--- src/rtl/block_a_mc.sv ---
// block_a_mc: NUM_CH tagged-input lane FIFOs drained round-robin into one registered
// valid/ready output. Define BLOCK_A_MC_DROP_CNT_EN to add the saturating drop_cnt output.
module block_a_mc #(
    parameter int DATA_WIDTH = 8,
    parameter int NUM_CH     = 2,
    parameter int DEPTH      = 4,
    localparam int CH_W      = $clog2(NUM_CH)
) (
    input  logic                  clk,
    input  logic                  rst,
    input  logic                  clk_en,
    input  logic [DATA_WIDTH-1:0] data_in,
    input  logic                  data_in_vld,
    input  logic [CH_W-1:0]       data_in_ch,
    output logic                  data_in_rdy,
    output logic [DATA_WIDTH-1:0] data_out,
    output logic [CH_W-1:0]       data_out_ch,
    output logic                  data_en,
    input  logic                  data_out_rdy,
    output logic [NUM_CH-1:0]     lane_ne,
    output logic [NUM_CH-1:0]     lane_full,
`ifdef BLOCK_A_MC_DROP_CNT_EN
    output logic                  ch_err,
    output logic [15:0]           drop_cnt
`else
    output logic                  ch_err
`endif
);
    localparam int AW = $clog2(DEPTH);
    localparam int PW = AW + 1;
    localparam logic [CH_W:0] CH_LIMIT = (CH_W+1)'(NUM_CH);

    logic [DATA_WIDTH-1:0] mem [NUM_CH][DEPTH];
    logic [PW-1:0]         wr_ptr [NUM_CH];
    logic [PW-1:0]         rd_ptr [NUM_CH];
    logic [PW-1:0]         wr_nxt [NUM_CH];
    logic [PW-1:0]         rd_nxt [NUM_CH];
    logic [NUM_CH-1:0]     ne_nxt;
    logic [NUM_CH-1:0]     full_nxt;
    logic [NUM_CH-1:0]     push_lane;
    logic [NUM_CH-1:0]     pop_lane;
    logic [CH_W-1:0]       last_grant;
    logic [CH_W-1:0]       grant;
    logic [DATA_WIDTH-1:0] head;
    logic                  grant_vld;
    logic                  ch_legal;
    logic                  full_sel;
    logic                  slot_free;
    logic                  pop;

    // Input side: illegal tags are always accepted so the producer never stalls on them
    always_comb begin
        ch_legal = ({1'b0, data_in_ch} < CH_LIMIT);
        full_sel = 1'b0;
        for (int i = 0; i < NUM_CH; i++)
            if (data_in_ch == CH_W'(i)) full_sel = lane_full[i];
        data_in_rdy = clk_en & (ch_legal ? ~full_sel : 1'b1);
        push_lane = '0;
        for (int i = 0; i < NUM_CH; i++)
            push_lane[i] = data_in_vld & data_in_rdy & (data_in_ch == CH_W'(i));
    end

    // Round-robin: lanes above last_grant first, then wrap to the low lanes
    always_comb begin
        slot_free = ~data_en | data_out_rdy;
        grant_vld = 1'b0;
        grant     = '0;
        head      = '0;
        for (int i = 0; i < NUM_CH; i++)
            if (!grant_vld && lane_ne[i] && (i > int'(last_grant))) begin
                grant_vld = 1'b1;
                grant     = CH_W'(i);
                head      = mem[i][rd_ptr[i][AW-1:0]];
            end
        for (int i = 0; i < NUM_CH; i++)
            if (!grant_vld && lane_ne[i] && (i <= int'(last_grant))) begin
                grant_vld = 1'b1;
                grant     = CH_W'(i);
                head      = mem[i][rd_ptr[i][AW-1:0]];
            end
        pop = clk_en & slot_free & grant_vld;
        pop_lane = '0;
        for (int i = 0; i < NUM_CH; i++)
            pop_lane[i] = pop & (grant == CH_W'(i));
    end

    // Flags come from next occupancy so push+pop on one lane leaves them consistent
    always_comb begin
        for (int i = 0; i < NUM_CH; i++) begin
            wr_nxt[i]   = wr_ptr[i] + PW'(push_lane[i]);
            rd_nxt[i]   = rd_ptr[i] + PW'(pop_lane[i]);
            ne_nxt[i]   = (wr_nxt[i] != rd_nxt[i]);
            full_nxt[i] = (wr_nxt[i][AW-1:0] == rd_nxt[i][AW-1:0]) &&
                          (wr_nxt[i][AW] != rd_nxt[i][AW]);
        end
    end

    always_ff @(posedge clk) begin
        for (int i = 0; i < NUM_CH; i++)
            if (push_lane[i]) mem[i][wr_ptr[i][AW-1:0]] <= data_in;
    end

    // Stage boundary: lane state and the registered output slot
    always_ff @(posedge clk or negedge rst) begin
        if (!rst) begin
            for (int i = 0; i < NUM_CH; i++) begin
                wr_ptr[i] <= '0;
                rd_ptr[i] <= '0;
            end
            lane_ne     <= '0;
            lane_full   <= '0;
            ch_err      <= 1'b0;
            last_grant  <= CH_W'(NUM_CH - 1);
            data_out    <= '0;
            data_out_ch <= '0;
            data_en     <= 1'b0;
        end else if (clk_en) begin
            for (int i = 0; i < NUM_CH; i++) begin
                wr_ptr[i] <= wr_nxt[i];
                rd_ptr[i] <= rd_nxt[i];
            end
            lane_ne   <= ne_nxt;
            lane_full <= full_nxt;
            if (data_in_vld && !ch_legal) ch_err <= 1'b1;
            if (slot_free) begin
                if (grant_vld) begin
                    data_out    <= head;
                    data_out_ch <= grant;
                    data_en     <= 1'b1;
                    last_grant  <= grant;
                end else begin
                    data_en <= 1'b0;
                end
            end
        end
    end

`ifdef BLOCK_A_MC_DROP_CNT_EN
    function automatic logic [15:0] sat_inc16(input logic [15:0] v);
        return (v == 16'hFFFF) ? v : v + 16'd1;
    endfunction

    always_ff @(posedge clk or negedge rst) begin
        if (!rst)
            drop_cnt <= '0;
        else if (clk_en && data_in_vld && ch_legal && full_sel)
            drop_cnt <= sat_inc16(drop_cnt);
    end
`endif

endmodule

--- config.mk ---
export PLATFORM = sky130hd
export DESIGN_NAME = block_a_mc
export DESIGN_NICKNAME = d
export VERILOG_FILES = /design/src/rtl/block_a_mc.sv
export SDC_FILE = /design/constraint.sdc
export NUM_CORES = 1
export LEC_CHECK = 0
export ABC_AREA = 1
export CORE_ASPECT_RATIO = 0.7
export CORE_MARGIN = 8
export CORE_UTILIZATION = 58
export DETAILED_ROUTE_END_ITERATION = 16
export PLACE_DENSITY = 0.79
export REMOVE_ABC_BUFFERS = 1
export SKIP_LAST_GASP = 1
export SLEW_MARGIN = 10
export SYNTH_ARGS = -nofsm -noshare
export SYNTH_HDL_FRONTEND = slang
export SYNTH_SLANG_ARGS = --single-unit
--- constraint.sdc ---
create_clock -name clk -period 2.4 [get_ports clk]
set_clock_uncertainty 0.15 [all_clocks]
set_input_delay 0.72 -clock clk [delete_from_list [all_inputs] [get_ports clk]]
set_output_delay 0.72 -clock clk [all_outputs]
set_load 0.03 [all_outputs]
## Word-level counts from Yosys, hierarchy flattened

Memories as Yosys holds them, arrays and structs flattened.
Cells that the tools add are included.

| cells by class | value |
|---|---|
| $lt $le $gt $ge | 8 |
| reduce and logical (&&, ||, !) cells | 13 |
| muxes and demuxes | 27 |
| add/sub/neg operators | 4 |
| eq/ne operators | 6 |
| bitwise gates (word level) | 17 |

Operators with widths:

| kind | count |
|---|---|
| $mux 32 | 4 |
| $mux 8 | 9 |
| $bmux 8 s2 | 2 |
| $demux 8 s2 | 2 |
| $reduce_or 32->1 | 1 |
| $add 3x1->3 | 4 |
| $ge 3x3->1 const B | 4 |
| $not 2->3 | 4 |
| $mux 1 | 10 |
| $and 1x1->1 | 8 |
| $logic_and 1x1->1 | 8 |
| $lt 3x1->1 const B | 2 |
| $ne 3x3->1 | 2 |
| $eq 2x2->1 | 2 |
| $not 1->1 | 4 |
| $reduce_and 3->1 | 1 |
| $logic_not 1->1 | 2 |
| $ne 1x1->1 | 2 |
| $reduce_and 2->1 | 1 |
| $gt 1x1->1 const A | 1 |
| $le 1x1->1 const A | 1 |
| $or 1x1->1 | 1 |

| storage, ports and cells | value |
|---|---|
| memories | 1 |
| logic and storage cells | 86 |
| bits in writable memories | 64 |
| flip-flop bits (word level) | 27 |

Memories:

| memory | words | width | rd ports | clocked after Yosys merged registers in | write ports | RTL line | text |
|---|---|---|---|---|---|---|---|
| mem | 2 | 32 | 2 | 0 | 1 | 33 | `logic [DATA_WIDTH-1:0] mem [NUM_CH][DEPTH];` |

## Longest topological paths before layout

| depth | value |
|---|---|
| depth in word-level cells | 15 |
| mapped depth | 12 |
| mapped depth without buffers | 12 |

## Worst setup path after synthesis

Ideal clock, no wire load.

| path | value |
|---|---|
| path type | input to register |
| start point | in data_in_ch |
| end point | mem mem[0][0] (netlist bit) (enable) |
| path slack | -0.162 ns |
| buffers on the path | 0 |
| data arrival time | 2.029 ns |
| stages on the path | 5 |
| path through | nand2_1 -> nand2_1 -> a21oi_2 -> nand3_1 -> nor3_1 |

| on the way | value |
|---|---|
| longest elaborated chain between the ends | 9 |

RTL lines:

| item | RTL line | text |
|---|---|---|
| start: declaration | 14 | `input logic [CH_W-1:0] data_in_ch,` |
| $mux 1 (*) | 56 | `if (data_in_ch == CH_W'(i)) full_sel = lane_full[i];` |
| $not 1->1 (*) | 57 | `data_in_rdy = clk_en & (ch_legal ? ~full_sel : 1'b1);` |
| $and 1x1->1 (*) | 57 |  |
| named net data_in_rdy | 15 | `output logic data_in_rdy,` |
| $and 1x1->1 (*) | 60 | `push_lane[i] = data_in_vld & data_in_rdy & (data_in_ch == CH_W'(i));` |
| $and 1x1->1 | 60 |  |
| $mux 1 | 100 | `if (push_lane[i]) mem[i][wr_ptr[i][AW-1:0]] <= data_in;` |
| $mux 32 (implied by the code) | 100 |  |
| $reduce_or 32->1 (no source line) | - |  |
| $mux 1 (no source line) / $mux 32 (equally long branches) | - |  |
| end: declaration | 33 |  |

Mark *: on every way through the listed nets, which the timed path passes. The rest lies on a longest branch.

## Final worst setup path

| path | value |
|---|---|
| start point | in data_in_ch |
| end point | out data_in_rdy |

| on the way | value |
|---|---|
| longest elaborated chain between the ends | 3 |

RTL lines:

| item | RTL line |
|---|---|
| $mux 1 | 56 |
| $not 1->1 | 57 |
| $and 1x1->1 | 57 |
| end: declaration | 15 |

Every way passes these cells.

==> results.txt <==
status: finished, final reports clean
cts bufs inserted: 9
P&R area growth vs syn: 17.5%
max-capacitance violation count: 0
n_diodes: 0
Core Box Area: 6730 µm²
H-tree Lvls: 3
RR Startpoint: last_grant$_DFFE_PN1P_
Max FO, Critical Path: 3
Num Clock Sinks: 91
Slew Viols, Final: 0
max frequency: 0.425 GHz
gr ovfl total: 0
cell area after layout: 4700 µm²
Max IR drop VDD: 0.581 mV
Die ar.: 9850 µm²
number of I/O pins: 30
critical path class: in2out
Final Hold Viols: 0
sequential element share of the synthesized area: 64.9%
endpoints failing setup: 0
crit path capture type: output port
CTS root buffer: clkbuf_8
initial DRC count: 223
Worst EP arrival: 1480 ps
worst endpoint required time: 1530 ps
Worst R2R End: lane_ne[0]$_DFFE_PN0P_
fin nets: 447
worst hold path type: reg2reg
CP Capture Point: data_in_rdy
Final ANT Viol Nets: 0
Synth cell types: 28
PnR Total Power: 5220 µW
Post-Syn Instances: 374
Placement Cell Area: 4490 µm²
PortBufs: 28
via/cell ratio: 5.30
multi-input logic area: 1170 µm²
Post-synth EDFFs: 64
YS warnings: 0
min Tclk post-route: 2350 ps
RSZ-0062 raised after global routing: false
syn avg cell area: 10.7 µm²
non-filler instance count after layout: 524
placed cell count: 507
Hold Slack: 344 ps
R2R Setup Slk: 250 ps
Die Wd: 115 µm
Detail Placement HPWL: 5.90 mm
Worst Setup Slack, final: 47.4 ps
most frequent cells in the layout: 100 x nand2_1, 64 x edfxtp_1, 32 x nand3_1
synthesized area: 4000 µm²
Lkg Pwr: 0.00203 µW
vias in the first global route: 2755
power per cell area: 1110 nW/µm²
Fill cells: 494
Initial Util: 59.5%
#FFs+latches synth: 91
Tcrit/Tclk final: 98.0%
Final Routed Wirelength: 8.46 mm
initial antenna violation count: 0
Worst setup startpoint: data_in_ch
CP Launch Type: input port
pre-CTS setup slack: -441 ps
first-pass GRT wire length: 13.9 mm
DR DRC count: 0
routed wire length per instance: 16.2 µm
Reg2Reg Depth: 10
worst-skew pair later-pin latency: 360 ps
top_reg_cell synth: edfxtp_1
TritonRoute pass-1 iters: 5
largest net degree at the start of global routing: 28
Async S/R FF share, synth: 29.7%
Total GRT Usage: 18.6%
Max clock buf depth: 2
DR vias: 2775
commonest non-fill, non-tap cell in the layout: nand2_1
# rows: 25
Reg area: 2600 µm²
layout cell share with drive strength beyond 1: 14.2%
Reg clk slew, reported paths: 90 ps
GPL Wtd Cong: 0.825
CTS tree: done
Die Span Y: 85.5 µm
## repair_timing
item                                    in CTS  in global routing
pin swaps                                    1                  1
endpoints found under the setup margin       7                  5
gates cloned                                 0                  0
setup buffers                                1                  0
hold buffers                                 0                  0
resized for setup                            4                  4
## critical path: stages
cell and delay, ps:
dlygate4sd2_1 260, nand2_1 70, nand2_1 50, a21oi_2 130, buf_4 120, buf_4 140
## layout make-up
type / count / share of cell area (%)
Clock buffer: 10 / 2.71
Clock inverter: 6 / 1.62
Inverter: 40 / 3.30
Tap cell: 94 / 2.50
Sequential cell: 91 / 55.3
Multi-Input combinational cell: 230 / 24.8
Timing Repair Buffer: 53 / 9.77
## flip-flops by register name, summed over array words and instances (netlist names)
signal       count
lane_ne          2
mem             64
data_en          1
lane_full        2
last_grant       1
wr_ptr           6
rd_ptr           6
data_out         8
data_out_ch      1
## synthesized netlist by cell type, types with 5 or more instances
library cell,number,area (µm²)
nand2_1,100,375
edfxtp_1,64,1920
nand3_1,32,160
inv_1,31,116
o21ai_0,30,150
dfrtp_1,26,651
nor2_1,24,90.1
ha_1,8,100
nor3_1,8,40.0
inv_2,7,26.3
xnor2_1,7,61.3
buf_2,5,25.0
buf_4,5,37.5
xor2_1,5,43.8
## logic make-up (layout without fill, tap and decap cells)
kind of cell | after synthesis | count (layout) | synth area share (%)
AO/OA/AOI/OAI | 40 | 40 | 5.66
XOR/XNOR | 12 | 12 | 2.63
adder cells (fa/ha/maj) | 8 | 8 | 2.50
buffers and inverters | 53 | 109 | 6.10
flip-flops | 91 | 91 | 64.9
other | 1 | 1 | 0.0937
AND/OR/NAND/NOR | 169 | 169 | 18.1
## through the flow
| stage | TNS (ps) | utilization, % |
|---|---|---|
| finish | 0 | 69.9 |
| global placement | -21760 | 66.7 |
| CTS | -109 | 69.8 |
| global route | 0 | 69.9 |
| detailed placement | -22840 | 66.7 |
| floorplan | -10580 | - |
## worst min-delay path by stage
stage	startpoint	endpoint	depth (start not counted)
after CTS	data_out[4]$_DFFE_PN0P_	data_out[4]$_DFFE_PN0P_	2
after detailed placement	data_out[4]$_DFFE_PN0P_	data_out[4]$_DFFE_PN0P_	2
after floorplan	rst	data_en$_DFFE_PN0P_	0
after global routing	data_out[4]$_DFFE_PN0P_	data_out[4]$_DFFE_PN0P_	2
final	data_out_ch$_DFFE_PN0P_	data_out_ch$_DFFE_PN0P_	2
after global placement	data_out_ch$_DFFE_PN0P_	data_out_ch$_DFFE_PN0P_	2
## report_power, final
group	internal, µW	leakage (µW)	total, µW	switching (µW)
sequential	1950	0.000913	2190	243
clock	502	0.000104	1070	565
combinational	743	0.00101	1960	1220
total	3200	0.00203	5220	2020
## per-layer routing
layer / global-route usage (%) / vias up / share of wire, %
li1: - / 1342 / -
met4: 4.99 / 0 / 0.65
met3: 6.10 / 7 / 7.5
met2: 28.6 / 82 / 47
met5: 0 / - / 0
met1: 24.7 / 1344 / 45
Power figures use the tool's default switching activity.
==> RTL edit (config.mk and constraints unchanged) <==
Set the parameter `DATA_WIDTH` to 6 (it was 8).
--- a/src/rtl/block_a_mc.sv
+++ b/src/rtl/block_a_mc.sv
@@ -3,3 +3,3 @@
 module block_a_mc #(
-    parameter int DATA_WIDTH = 8,
+    parameter int DATA_WIDTH = 6,
     parameter int NUM_CH     = 2,
Ports: changed (resized data_in and data_out); port bits go from 30 to 26. The function was not compared with the original's and may differ.
==> RTL edit against the original RTL <==
  * Routed wire length is 25% lower
  * Final cell count shrank 16%
  * Area after synthesis down 19%
  * Sequential power decreased by 18%
  * Utilization rose by 3.6 points
  * Combinational power shrank 17%
  * Cell area fell by 17%
  * Total power decreased by 16%
  * Sequential cell count fell by 18
  * Worst setup slack better by 0.043 ns
  * Largest power group unchanged
==> RTL edit: results (changes against the original RTL) <==
The run finished with clean final reports. The clock-pin slew of the registers on the worst-case setup and hold paths is 0.07 ns (-0.02 ns), and the post-place setup slack is -0.4269 ns (+0.01376 ns). Peak ir drop on the vdd network: 0.0005730 V (-1.3%). The footprint of the multi-input gates came out at 0.001012 sq mm (-13%).

The global routing met3 resource utilization was 0.05873 (-0.002282). The proportion of netlist area held by the largest area contributor was 0.4446 (-0.03568); the final instance area was 0.003902 sq mm (-17%). The via count of the first global-routing pass was 2149 (-22%). The run gives 367 (-26%) as the filler cell count. The number of enable flip-flop cells after synthesis was 48 (-25%). The count of port buffers added during placement is 24 (-14%), and the global-route track usage on met1 is 0.2368 (-0.009796).

The data arrival time at the worst-slack endpoint came out at 1.44 ns (-0.04 ns). The proportion of cell area occupied by registers was 0.5300 (-0.02286). The slowest cell on the critical path was clkdlybuf4s15_1.

The tools report the placer congestion estimate as 0.8308 (+0.67%). For the pin count of the biggest net entering global routing, the log shows 26 (-7.1%). The tools report the total half-perimeter wirelength after legalization and detailed placement as 4665 um (-21%). For the clock latency on the worst-skew pair, the log shows 0.34 ns (-0.02 ns). The share of post-route cells with drive strength above 1 works out to 0.1599 (+0.01803).

The run gives 0.2299 (-0.05629) as the met2 capacity usage during global routing. The run gives 0.412 (-0.008) as the register share of total power. The placement-stage cell area came out at 0.003685 sq mm (-18%). The logs give 24 (-14%) for the number of unique standard cell types used by synthesis and 0.6380 (-0.01149) for the sequential area share after synthesis. The logs give 1621 uW (-20%) for the switching power summed over all nets and 13 (+3) for the number of clock-tree buffers in the layout. The logs give 10620 um (-23%) for the wire length of the first global-routing pass and 133 (-40%) for the starting DRC count in detailed routing.

The async set-or-reset flop fraction in the synthesized netlist works out to 0.3425 (+0.04576). Sorting the synthesized cells by how often they occur yields 89 x nand2_1, 48 x edfxtp_1, 26 x inv_1. The iteration count of the initial detailed-routing pass came out at 4 (-1). The multi-input combinational cell count is 199 (-13%). The non-clock inverter count in the final layout is 35 (-13%), and the via count is 2240 (-19%). The area share of buffers outside the clock network is 0.1029 (+0.005233). Yosys attributes the largest share of cell area to edfxtp_1 44%, dfrtp_1 19%, nand2_1 10%, nand3_1 3.6%, ha_1 3.1%.
## RTL edit: what timing repair did
item | CTS | global route
pin swaps | 0 | 3
setup buffers | 1 | 0
resized for setup | 4 | 8
endpoints found under the setup margin | 7 | 5
## RTL edit: final timing paths
check	end	cells past startpoint	startpoint	slack, ns
hold / removal	data_out_ch$_DFFE_PN0P_	2	data_out_ch$_DFFE_PN0P_	0.33
max in group asynchronous	last_grant$_DFFE_PN1P_	2	rst	1.21
setup reg to reg	lane_ne[0]$_DFFE_PN0P_	11	last_grant$_DFFE_PN1P_	0.24
hold reg to reg	data_out_ch$_DFFE_PN0P_	2	data_out_ch$_DFFE_PN0P_	0.33
setup / recovery	data_in_rdy	6	data_in_ch	0.09
min in group asynchronous	wr_ptr[2]$_DFFE_PN0P_	2	rst	0.60
## RTL edit: cell families after synthesis
| group | Yosys count | share of synthesized area |
|---|---|---|
| and+or+nand+nor | 144 | 0.1856 |
| DFF | 73 | 0.6380 |
| buffers and inverters | 43 | 0.05365 |
| AOI/OAI and AO/OA | 34 | 0.05828 |
| xor gates and xnor gates | 12 | 0.03242 |
| adders and majority gates | 8 | 0.03088 |
| other | 1 | 0.001157 |
## RTL edit: metrics by stage
step / std cells / hold WS (ns) / power (uW)
after global routing: 441 / 0.3464 / 4668
after CTS: 441 / 0.3318 / 4370
final: 441 / 0.3262 / 4365
after detailed placement: 424 / 0.3141 / 3426
after floorplan: 307 / 0.2744 / 2845
after global placement: 424 / 0.3068 / 3374
## RTL edit: per-layer routing
layer,share of wire,routed length [um]
met1,0.49,3086
met2,0.44,2782
met3,0.068,432
met4,0.0072,46
met5,0,0
## RTL edit: worst max-delay path, delay by kind of cell
kind	cells	cell delay, ns
compound gates	1	0.13
buf+inv	3	0.45
simple gates	2	0.14
